**src/rtl/controlador_balanca_if.sv**
```systemverilog
// Panel/load-cell and accumulator signal bundle for controlador_balanca.
// slave: the sequencer itself; master: whatever drives the panel inputs and observes the accumulator side.
interface controlador_balanca_if;
    logic [10:0] peso_sensor;
    logic [10:0] preco_kg;
    logic        item_req;
    logic        cancelar;
    logic        botao_fim;
    logic        botao_taxa;
    logic        talao_pronto;
    logic [10:0] preco_produto;
    logic [10:0] peso_produto;
    logic        fim_compra;
    logic        taxa;
    logic        acum_clr;
    logic        pedido_talao;
    logic        item_ack;
    logic        item_rej;
    logic        saturou;
    logic [4:0]  n_itens;
    logic        busy;

    modport slave (
        input  peso_sensor, preco_kg, item_req, cancelar, botao_fim, botao_taxa, talao_pronto,
        output preco_produto, peso_produto, fim_compra, taxa, acum_clr, pedido_talao,
               item_ack, item_rej, saturou, n_itens, busy
    );

    modport master (
        output peso_sensor, preco_kg, item_req, cancelar, botao_fim, botao_taxa, talao_pronto,
        input  preco_produto, peso_produto, fim_compra, taxa, acum_clr, pedido_talao,
               item_ack, item_rej, saturou, n_itens, busy
    );
endinterface

```
**src/rtl/controlador_balanca.sv**
```systemverilog
// Checkout sequencer feeding the price/weight accumulator: weigh, price, add, close, print, clear.
// Optional OVERFLOW_GUARD_EN keeps a shadow price sum and refuses items that would pass 2047.
module controlador_balanca #(
    parameter int ESTAVEL_CICLOS = 4,
    parameter int SHIFT          = 10,
    parameter int MAX_ITENS      = 31
) (
    input  logic clk,
    input  logic rst,
    controlador_balanca_if.slave bus
);
    localparam int CW = (ESTAVEL_CICLOS > 2) ? $clog2(ESTAVEL_CICLOS) : 1;

    typedef enum logic [2:0] {IDLE, ESTAB, CALC, SOMA, FECHO, TALAO, LIMPA} state_t;

    state_t      state_q, state_d;
    logic [10:0] preco_lat_q, preco_lat_d;
    logic [10:0] peso_lat_q, peso_lat_d;
    logic [10:0] peso_prev_q, peso_prev_d;
    logic [CW-1:0] cnt_q, cnt_d;
    logic [10:0] preco_produto_q, preco_produto_d;
    logic [10:0] peso_produto_q, peso_produto_d;
    logic        fim_compra_q, fim_compra_d;
    logic        taxa_q, taxa_d;
    logic        acum_clr_q, acum_clr_d;
    logic        pedido_talao_q, pedido_talao_d;
    logic        item_ack_q, item_ack_d;
    logic        item_rej_q, item_rej_d;
    logic        saturou_q, saturou_d;
    logic [4:0]  n_itens_q, n_itens_d;
    logic        busy_q, busy_d;

    logic [21:0] prod_w;
    logic [21:0] preco_sh;
    logic        sat_w;
    logic [10:0] preco_calc;
    logic        recusa_w;

    assign prod_w     = 22'(peso_lat_q) * 22'(preco_lat_q);
    assign preco_sh   = prod_w >> SHIFT;
    assign sat_w      = |preco_sh[21:11];
    assign preco_calc = sat_w ? 11'h7FF : preco_sh[10:0];

`ifdef OVERFLOW_GUARD_EN
    logic [11:0] shadow_q, shadow_d;
    logic [11:0] soma_w;
    assign soma_w   = shadow_q + {1'b0, preco_calc};
    assign recusa_w = (soma_w > 12'd2047);
`else
    assign recusa_w = 1'b0;
`endif

    always_comb begin
        state_d         = state_q;
        preco_lat_d     = preco_lat_q;
        peso_lat_d      = peso_lat_q;
        peso_prev_d     = bus.peso_sensor;
        cnt_d           = cnt_q;
        preco_produto_d = '0;
        peso_produto_d  = '0;
        fim_compra_d    = 1'b0;
        taxa_d          = 1'b0;
        acum_clr_d      = 1'b0;
        item_ack_d      = 1'b0;
        item_rej_d      = 1'b0;
        saturou_d       = saturou_q;
        n_itens_d       = n_itens_q;
`ifdef OVERFLOW_GUARD_EN
        shadow_d        = shadow_q;
`endif
        case (state_q)
            IDLE: begin
                // item_req outranks botao_fim; a held botao_fim is picked up on a later IDLE cycle
                if (bus.item_req) begin
                    if (n_itens_q < 5'(MAX_ITENS)) begin
                        preco_lat_d = bus.preco_kg;
                        cnt_d       = '0;
                        state_d     = ESTAB;
                    end else begin
                        item_rej_d  = 1'b1;
                    end
                end else if (bus.botao_fim && (n_itens_q != 5'd0)) begin
                    fim_compra_d = 1'b1;
                    taxa_d       = bus.botao_taxa;
                    state_d      = FECHO;
                end
            end
            ESTAB: begin
                if (bus.cancelar) begin
                    state_d = IDLE;
                end else if (cnt_q == CW'(ESTAVEL_CICLOS - 1)) begin
                    peso_lat_d = peso_prev_q;
                    state_d    = CALC;
                end else if ((bus.peso_sensor != 11'd0) && (bus.peso_sensor == peso_prev_q)) begin
                    cnt_d = cnt_q + 1'b1;
                end else begin
                    cnt_d = '0;
                end
            end
            CALC: begin
                if (recusa_w) begin
                    item_rej_d = 1'b1;
                    state_d    = IDLE;
                end else begin
                    preco_produto_d = preco_calc;
                    peso_produto_d  = peso_lat_q;
                    item_ack_d      = 1'b1;
                    saturou_d       = saturou_q | sat_w;
`ifdef OVERFLOW_GUARD_EN
                    shadow_d        = soma_w;
`endif
                    state_d         = SOMA;
                end
            end
            SOMA: begin
                n_itens_d = n_itens_q + 5'd1;
                state_d   = IDLE;
            end
            FECHO: begin
                state_d = TALAO;
            end
            TALAO: begin
                if (bus.talao_pronto) begin
                    acum_clr_d = 1'b1;
                    n_itens_d  = 5'd0;
                    saturou_d  = 1'b0;
`ifdef OVERFLOW_GUARD_EN
                    shadow_d   = '0;
`endif
                    state_d    = LIMPA;
                end
            end
            LIMPA: begin
                state_d = IDLE;
            end
            default: begin
                state_d = IDLE;
            end
        endcase
        pedido_talao_d = (state_d == TALAO);
        busy_d         = (state_d != IDLE);
    end

    always_ff @(posedge clk or posedge rst) begin
        if (rst) begin
            state_q         <= IDLE;
            preco_lat_q     <= '0;
            peso_lat_q      <= '0;
            peso_prev_q     <= '0;
            cnt_q           <= '0;
            preco_produto_q <= '0;
            peso_produto_q  <= '0;
            fim_compra_q    <= 1'b0;
            taxa_q          <= 1'b0;
            acum_clr_q      <= 1'b0;
            pedido_talao_q  <= 1'b0;
            item_ack_q      <= 1'b0;
            item_rej_q      <= 1'b0;
            saturou_q       <= 1'b0;
            n_itens_q       <= '0;
            busy_q          <= 1'b0;
`ifdef OVERFLOW_GUARD_EN
            shadow_q        <= '0;
`endif
        end else begin
            state_q         <= state_d;
            preco_lat_q     <= preco_lat_d;
            peso_lat_q      <= peso_lat_d;
            peso_prev_q     <= peso_prev_d;
            cnt_q           <= cnt_d;
            preco_produto_q <= preco_produto_d;
            peso_produto_q  <= peso_produto_d;
            fim_compra_q    <= fim_compra_d;
            taxa_q          <= taxa_d;
            acum_clr_q      <= acum_clr_d;
            pedido_talao_q  <= pedido_talao_d;
            item_ack_q      <= item_ack_d;
            item_rej_q      <= item_rej_d;
            saturou_q       <= saturou_d;
            n_itens_q       <= n_itens_d;
            busy_q          <= busy_d;
`ifdef OVERFLOW_GUARD_EN
            shadow_q        <= shadow_d;
`endif
        end
    end

    assign bus.preco_produto = preco_produto_q;
    assign bus.peso_produto  = peso_produto_q;
    assign bus.fim_compra    = fim_compra_q;
    assign bus.taxa          = taxa_q;
    assign bus.acum_clr      = acum_clr_q;
    assign bus.pedido_talao  = pedido_talao_q;
    assign bus.item_ack      = item_ack_q;
    assign bus.item_rej      = item_rej_q;
    assign bus.saturou       = saturou_q;
    assign bus.n_itens       = n_itens_q;
    assign bus.busy          = busy_q;
endmodule
```
**src/flat_wrapper.sv**
```systemverilog
// flat-port wrapper written by rule: the top's interface ports become plain ports
module controlador_balanca_flat 
#(
    parameter int ESTAVEL_CICLOS = 4,
    parameter int SHIFT          = 10,
    parameter int MAX_ITENS      = 31
)
  (clk, rst, bus_peso_sensor, bus_preco_kg, bus_item_req, bus_cancelar, bus_botao_fim, bus_botao_taxa, bus_talao_pronto, bus_preco_produto, bus_peso_produto, bus_fim_compra, bus_taxa, bus_acum_clr, bus_pedido_talao, bus_item_ack, bus_item_rej, bus_saturou, bus_n_itens, bus_busy);
  controlador_balanca_if bus_i ();
  input  logic clk;
  input  logic rst;
  input wire logic [$bits(bus_i.peso_sensor)-1:0] bus_peso_sensor;
  input wire logic [$bits(bus_i.preco_kg)-1:0] bus_preco_kg;
  input wire logic [$bits(bus_i.item_req)-1:0] bus_item_req;
  input wire logic [$bits(bus_i.cancelar)-1:0] bus_cancelar;
  input wire logic [$bits(bus_i.botao_fim)-1:0] bus_botao_fim;
  input wire logic [$bits(bus_i.botao_taxa)-1:0] bus_botao_taxa;
  input wire logic [$bits(bus_i.talao_pronto)-1:0] bus_talao_pronto;
  output wire logic [$bits(bus_i.preco_produto)-1:0] bus_preco_produto;
  output wire logic [$bits(bus_i.peso_produto)-1:0] bus_peso_produto;
  output wire logic [$bits(bus_i.fim_compra)-1:0] bus_fim_compra;
  output wire logic [$bits(bus_i.taxa)-1:0] bus_taxa;
  output wire logic [$bits(bus_i.acum_clr)-1:0] bus_acum_clr;
  output wire logic [$bits(bus_i.pedido_talao)-1:0] bus_pedido_talao;
  output wire logic [$bits(bus_i.item_ack)-1:0] bus_item_ack;
  output wire logic [$bits(bus_i.item_rej)-1:0] bus_item_rej;
  output wire logic [$bits(bus_i.saturou)-1:0] bus_saturou;
  output wire logic [$bits(bus_i.n_itens)-1:0] bus_n_itens;
  output wire logic [$bits(bus_i.busy)-1:0] bus_busy;
  assign bus_i.peso_sensor = bus_peso_sensor;
  assign bus_i.preco_kg = bus_preco_kg;
  assign bus_i.item_req = bus_item_req;
  assign bus_i.cancelar = bus_cancelar;
  assign bus_i.botao_fim = bus_botao_fim;
  assign bus_i.botao_taxa = bus_botao_taxa;
  assign bus_i.talao_pronto = bus_talao_pronto;
  assign bus_preco_produto = bus_i.preco_produto;
  assign bus_peso_produto = bus_i.peso_produto;
  assign bus_fim_compra = bus_i.fim_compra;
  assign bus_taxa = bus_i.taxa;
  assign bus_acum_clr = bus_i.acum_clr;
  assign bus_pedido_talao = bus_i.pedido_talao;
  assign bus_item_ack = bus_i.item_ack;
  assign bus_item_rej = bus_i.item_rej;
  assign bus_saturou = bus_i.saturou;
  assign bus_n_itens = bus_i.n_itens;
  assign bus_busy = bus_i.busy;
  controlador_balanca #(.ESTAVEL_CICLOS(ESTAVEL_CICLOS), .SHIFT(SHIFT), .MAX_ITENS(MAX_ITENS)) u_core (.clk(clk), .rst(rst), .bus(bus_i));
endmodule
```
**config.mk**
```make
export PLATFORM = sky130hd
export DESIGN_NAME = controlador_balanca_flat
export DESIGN_NICKNAME = d
export VERILOG_FILES = /design/src/rtl/controlador_balanca_if.sv /design/src/rtl/controlador_balanca.sv /design/src/flat_wrapper.sv
export SDC_FILE = /design/constraint.sdc
export NUM_CORES = 1
export LEC_CHECK = 0
export BUFFER_PORTS_ARGS = -buffer_cell sky130_fd_sc_hd__buf_2
export CORE_AREA = 4 4 146 134
export DETAILED_ROUTE_END_ITERATION = 8
export DIE_AREA = 0 0 150 138
export MAX_ROUTING_LAYER = met4
export PLACE_DENSITY = 0.62
export SETUP_SLACK_MARGIN = 0.02
export SYNTH_ARGS = -nofsm -noshare
export SYNTH_HDL_FRONTEND = slang
export SYNTH_SLANG_ARGS = --single-unit
```
**constraint.sdc**
```tcl
create_clock -name clk -period 11.3 [get_ports clk]
set_clock_uncertainty 0.1 [all_clocks]
set_input_delay 0 -clock clk [delete_from_list [all_inputs] [get_ports clk]]
set_output_delay 0 -clock clk [all_outputs]
set_load 0.05 [all_outputs]
```
==> flow_metrics.tcl <==
set metrics [dict create \
    outcome "finished, final reports clean" \
    antenna_found_initial 0 \
    pin_count 64 \
    clk_pin_slew_ns 0.05 \
    cts_hold_buf 28 \
    worst_ep_required_time_ns 11.40 \
    worstPathCellList "nand2_1 > fa_1 > fa_1 > inv_1 > fa_1 > fa_1 > inv_1 > fa_1 > inv_1 > ha_1 > o211ai_1 > o21ai_0 > nand3_1 > o41ai_2 > xnor2_1 > buf_4 > o211ai_1" \
    timing.rr.end "u_core.bus.preco_produto[10]" \
    area_growth_pct 15.5 \
    drt-initial-drc-count 175 \
    grt_pass1_vias 5135 \
    fmax_mhz 180 \
    cp_top_family "adder cells" \
    cts-resized-gates 0 \
    first_pass_iters 4 \
    synth_cell_types 51 \
    rrSetupSlack_ns 5.74 \
    finalSetupViolations 0 \
    nNetsFinal 920 \
    slew-limit-headroom_pct 39.5 \
    diodes 0 \
    cap_violations 0 \
    final_util_pct 43.1 \
    syn_nets 850 \
    slew_viol_final 0 \
    p_per_area_mw_per_mm2 105 \
    crit_path_max_fanout 13 \
    io_buffers 63 \
    viasPerCell 4.79 \
    gp_congestion 0.874 \
    rr_worst_depth 17 \
    design.core.area_mm2 0.0181 \
    postCtsSetupRepairBufs 0 \
    die_h_um 138 \
    post-route-drc-count 0 \
    wl_per_cell_um 14.9 \
    cp.arrival_ns 5.66 \
    cpMostUsedCell "fa_1" \
    die_x_um 150 \
    overflow 0 \
    vias 4789 \
    cpPeakStageDelay_ns 0.65 \
    ant_nets 0 \
    grt_pass1_wl_um 25300 \
    min_to "u_core.cnt_q[1]" \
    synth.area.top_cells "dfrtp_1, fa_1, ha_1, and2_1, inv_1" \
    setup_ws_ns 5.74 \
    critPathBufInv 4 \
    grt_usage_pct 15.7 \
    critPathLaunchType "flip-flop" \
    rsz0062_at_grt "false" \
    reg2reg_from "u_core.peso_lat_q[2]" \
    synth_edf_count 0 \
    hold_class "in -> reg" \
    async_flop_share_pct 100 \
    syn_area_per_cell_um2 9.91 \
    cts_buffers 9 \
    crit_path_top_delay_cell "dfrtp_1" \
    syn_area_mm2 0.00676 \
    final_layout_size_suffix_gt1_share_pct 15.5 \
    hold_start "bus_cancelar" \
    yosysTopAreaCell "dfrtp_1" \
    dp_hpwl_um 11700 \
    cts_sinks 73 \
    timing.final.crit_period_ns 5.56 \
    holdPathStages 4 \
    ir_worst_vdd_mv 0.144 \
    ys_seq_area_share_pct 27.0 \
    die-area_mm2 0.0207 \
    yosysWarnings 0 \
    tns_ns 0 \
    hold_violations 0 \
    initial_core_util_pct 37.3 \
    worst_pin_slew_ns 0.907 \
    synth_ff_type "dfrtp_1" \
    rows 47 \
    cts-htree-levels 3 \
    clockBufferDepth 2 \
    grt_max_degree 74 \
    cts_tree "built" \
    yosys.area.top_type_share_pct 27.0 \
    netlist_instances 682 \
    fillCellCount 1791 \
    p_leak_nw 4.05 \
    clk_latency_ns 0.34 \
    worstSetupEndpointType "flip-flop" \
    period_share_pct 49.2 \
    ys_seq_elements 73 \
    totalWireLength_um 14900 \
    root_buffer "clkbuf_16" \
    dp_slack_ns 5.75 \
    crit_type "reg -> reg" \
]
## area by class of cell
type	count	area, um2	share of cell area, %
multi-input combinational	469	4400	56.3
inverter	105	394	5.05
clock buffer	11	243	3.11
sequential	73	1830	23.4
tap	245	307	3.93
timing repair buffer	94	618	7.92
clock inverter	3	18.8	0.241
## synthesized netlist by cell type, types with 2 or more instances
master and instances:
inv_1 105, fa_1 79, and2_1 77, dfrtp_1 73, nand2_1 71, ha_1 60, clkbuf_1 32, mux2_2 22
a21oi_1 19, xor2_1 14, nor2_1 13, o21ai_0 13, a21oi_2 10, nand3_1 10, xnor2_1 10, nor3_1 7
a31oi_1 6, a21o_1 5, nor4_1 5, o211ai_1 5, a211oi_1 4, and3_1 4, nor2b_1 3, nand2b_1 2
nand3b_1 2, nand4b_1 2, nor3b_1 2, o31a_1 2, o31ai_1 2, or3_1 2
## cell families after synthesis
family / after synthesis / share of synthesized area, %
mux: 22 / 3.67
simple gates: 205 / 15.8
flops: 73 / 27.0
buf+inv: 140 / 7.91
fa+ha+maj: 139 / 34.5
xor+xnor: 24 / 3.11
compound gates: 79 / 8.00
## placed cells by master (no fill, tap or decap), types with 2 or more instances in the layout
master	Yosys	layout
inv_1	105	104
fa_1	79	79
and2_1	77	77
dfrtp_1	73	73
nand2_1	71	71
buf_2	1	63
ha_1	60	60
dlygate4sd3_1	0	28
mux2_2	22	22
a21oi_1	19	19
xor2_1	14	14
nor2_1	13	13
o21ai_0	13	13
nand3_1	10	10
xnor2_1	10	10
a21oi_2	10	10
clkbuf_16	0	9
nor3_1	7	7
a31oi_1	6	6
o211ai_1	5	5
a21o_1	5	5
nor4_1	5	5
and3_1	4	4
a211oi_1	4	4
nor2b_1	3	3
buf_4	0	3
nand4b_1	2	2
nand2b_1	2	2
nand3b_1	2	2
nor3b_1	2	2
or3_1	2	2
o31a_1	2	2
o31ai_1	2	2
clkinv_2	0	2
## registers in the layout, indices dropped and copies added, names as in the netlist, 2 cells and up
signal                    cells
u_core.bus.n_itens            5
u_core.bus.peso_produto      11
u_core.bus.preco_produto     11
u_core.cnt_q                  2
u_core.peso_lat_q            11
u_core.peso_prev_q           11
u_core.preco_lat_q           11
u_core.state_q                3
## power breakdown
| group | leakage [nW] | total, mW | switching, mW | internal, mW |
|---|---|---|---|---|
| Sequential | 0.959 | 0.394 | 0.0946 | 0.299 |
| Clock | 0.131 | 0.255 | 0.104 | 0.151 |
| Combinational | 2.96 | 0.171 | 0.105 | 0.0661 |
## worst max path at each step
stage,from,to,slack [ns],cells past startpoint
2_1_floorplan,u_core.peso_lat_q[4],u_core.bus.preco_produto[0],6.03,19
5_1_grt,u_core.peso_lat_q[2],u_core.bus.preco_produto[10],5.41,17
4_1_cts,u_core.peso_lat_q[2],u_core.bus.preco_produto[10],5.73,17
3_3_place_gp,u_core.preco_lat_q[6],u_core.bus.preco_produto[10],5.80,17
6_report,u_core.peso_lat_q[2],u_core.bus.preco_produto[10],5.74,17
3_5_place_dp,u_core.peso_lat_q[2],u_core.bus.preco_produto[10],5.75,17
## tightest hold or removal path, delay by kind of cell
family,cells,cell delay [ns]
compound gates,2,0.47
buf+inv,1,0.08
simple gates,1,0.06
## stage by stage
stage / std cells / power, mW / hold WS, ns / instance area [um2]
5_1_grt: 1000 / 0.865 / 0.225 / 7800
2_1_floorplan: 682 / 0.496 / -0.0686 / 6760
3_3_place_gp: 958 / 0.558 / 0.0425 / 7260
6_report: 1000 / 0.820 / 0.207 / 7800
4_1_cts: 1000 / 0.830 / 0.208 / 7800
3_5_place_dp: 958 / 0.561 / 0.0416 / 7260
## metal layers
| metal | vias up | GRT usage (%) | wire length, um |
|---|---|---|---|
| met5 | - | - | 0 |
| met4 | 0 | 4.09 | 197 |
| met3 | 18 | 2.29 | 410 |
| met2 | 86 | 25.7 | 7500 |
| met1 | 2383 | 20.5 | 6740 |
| li1 | 2302 | - | - |
No activity file was read; power rests on OpenSTA's default activity.
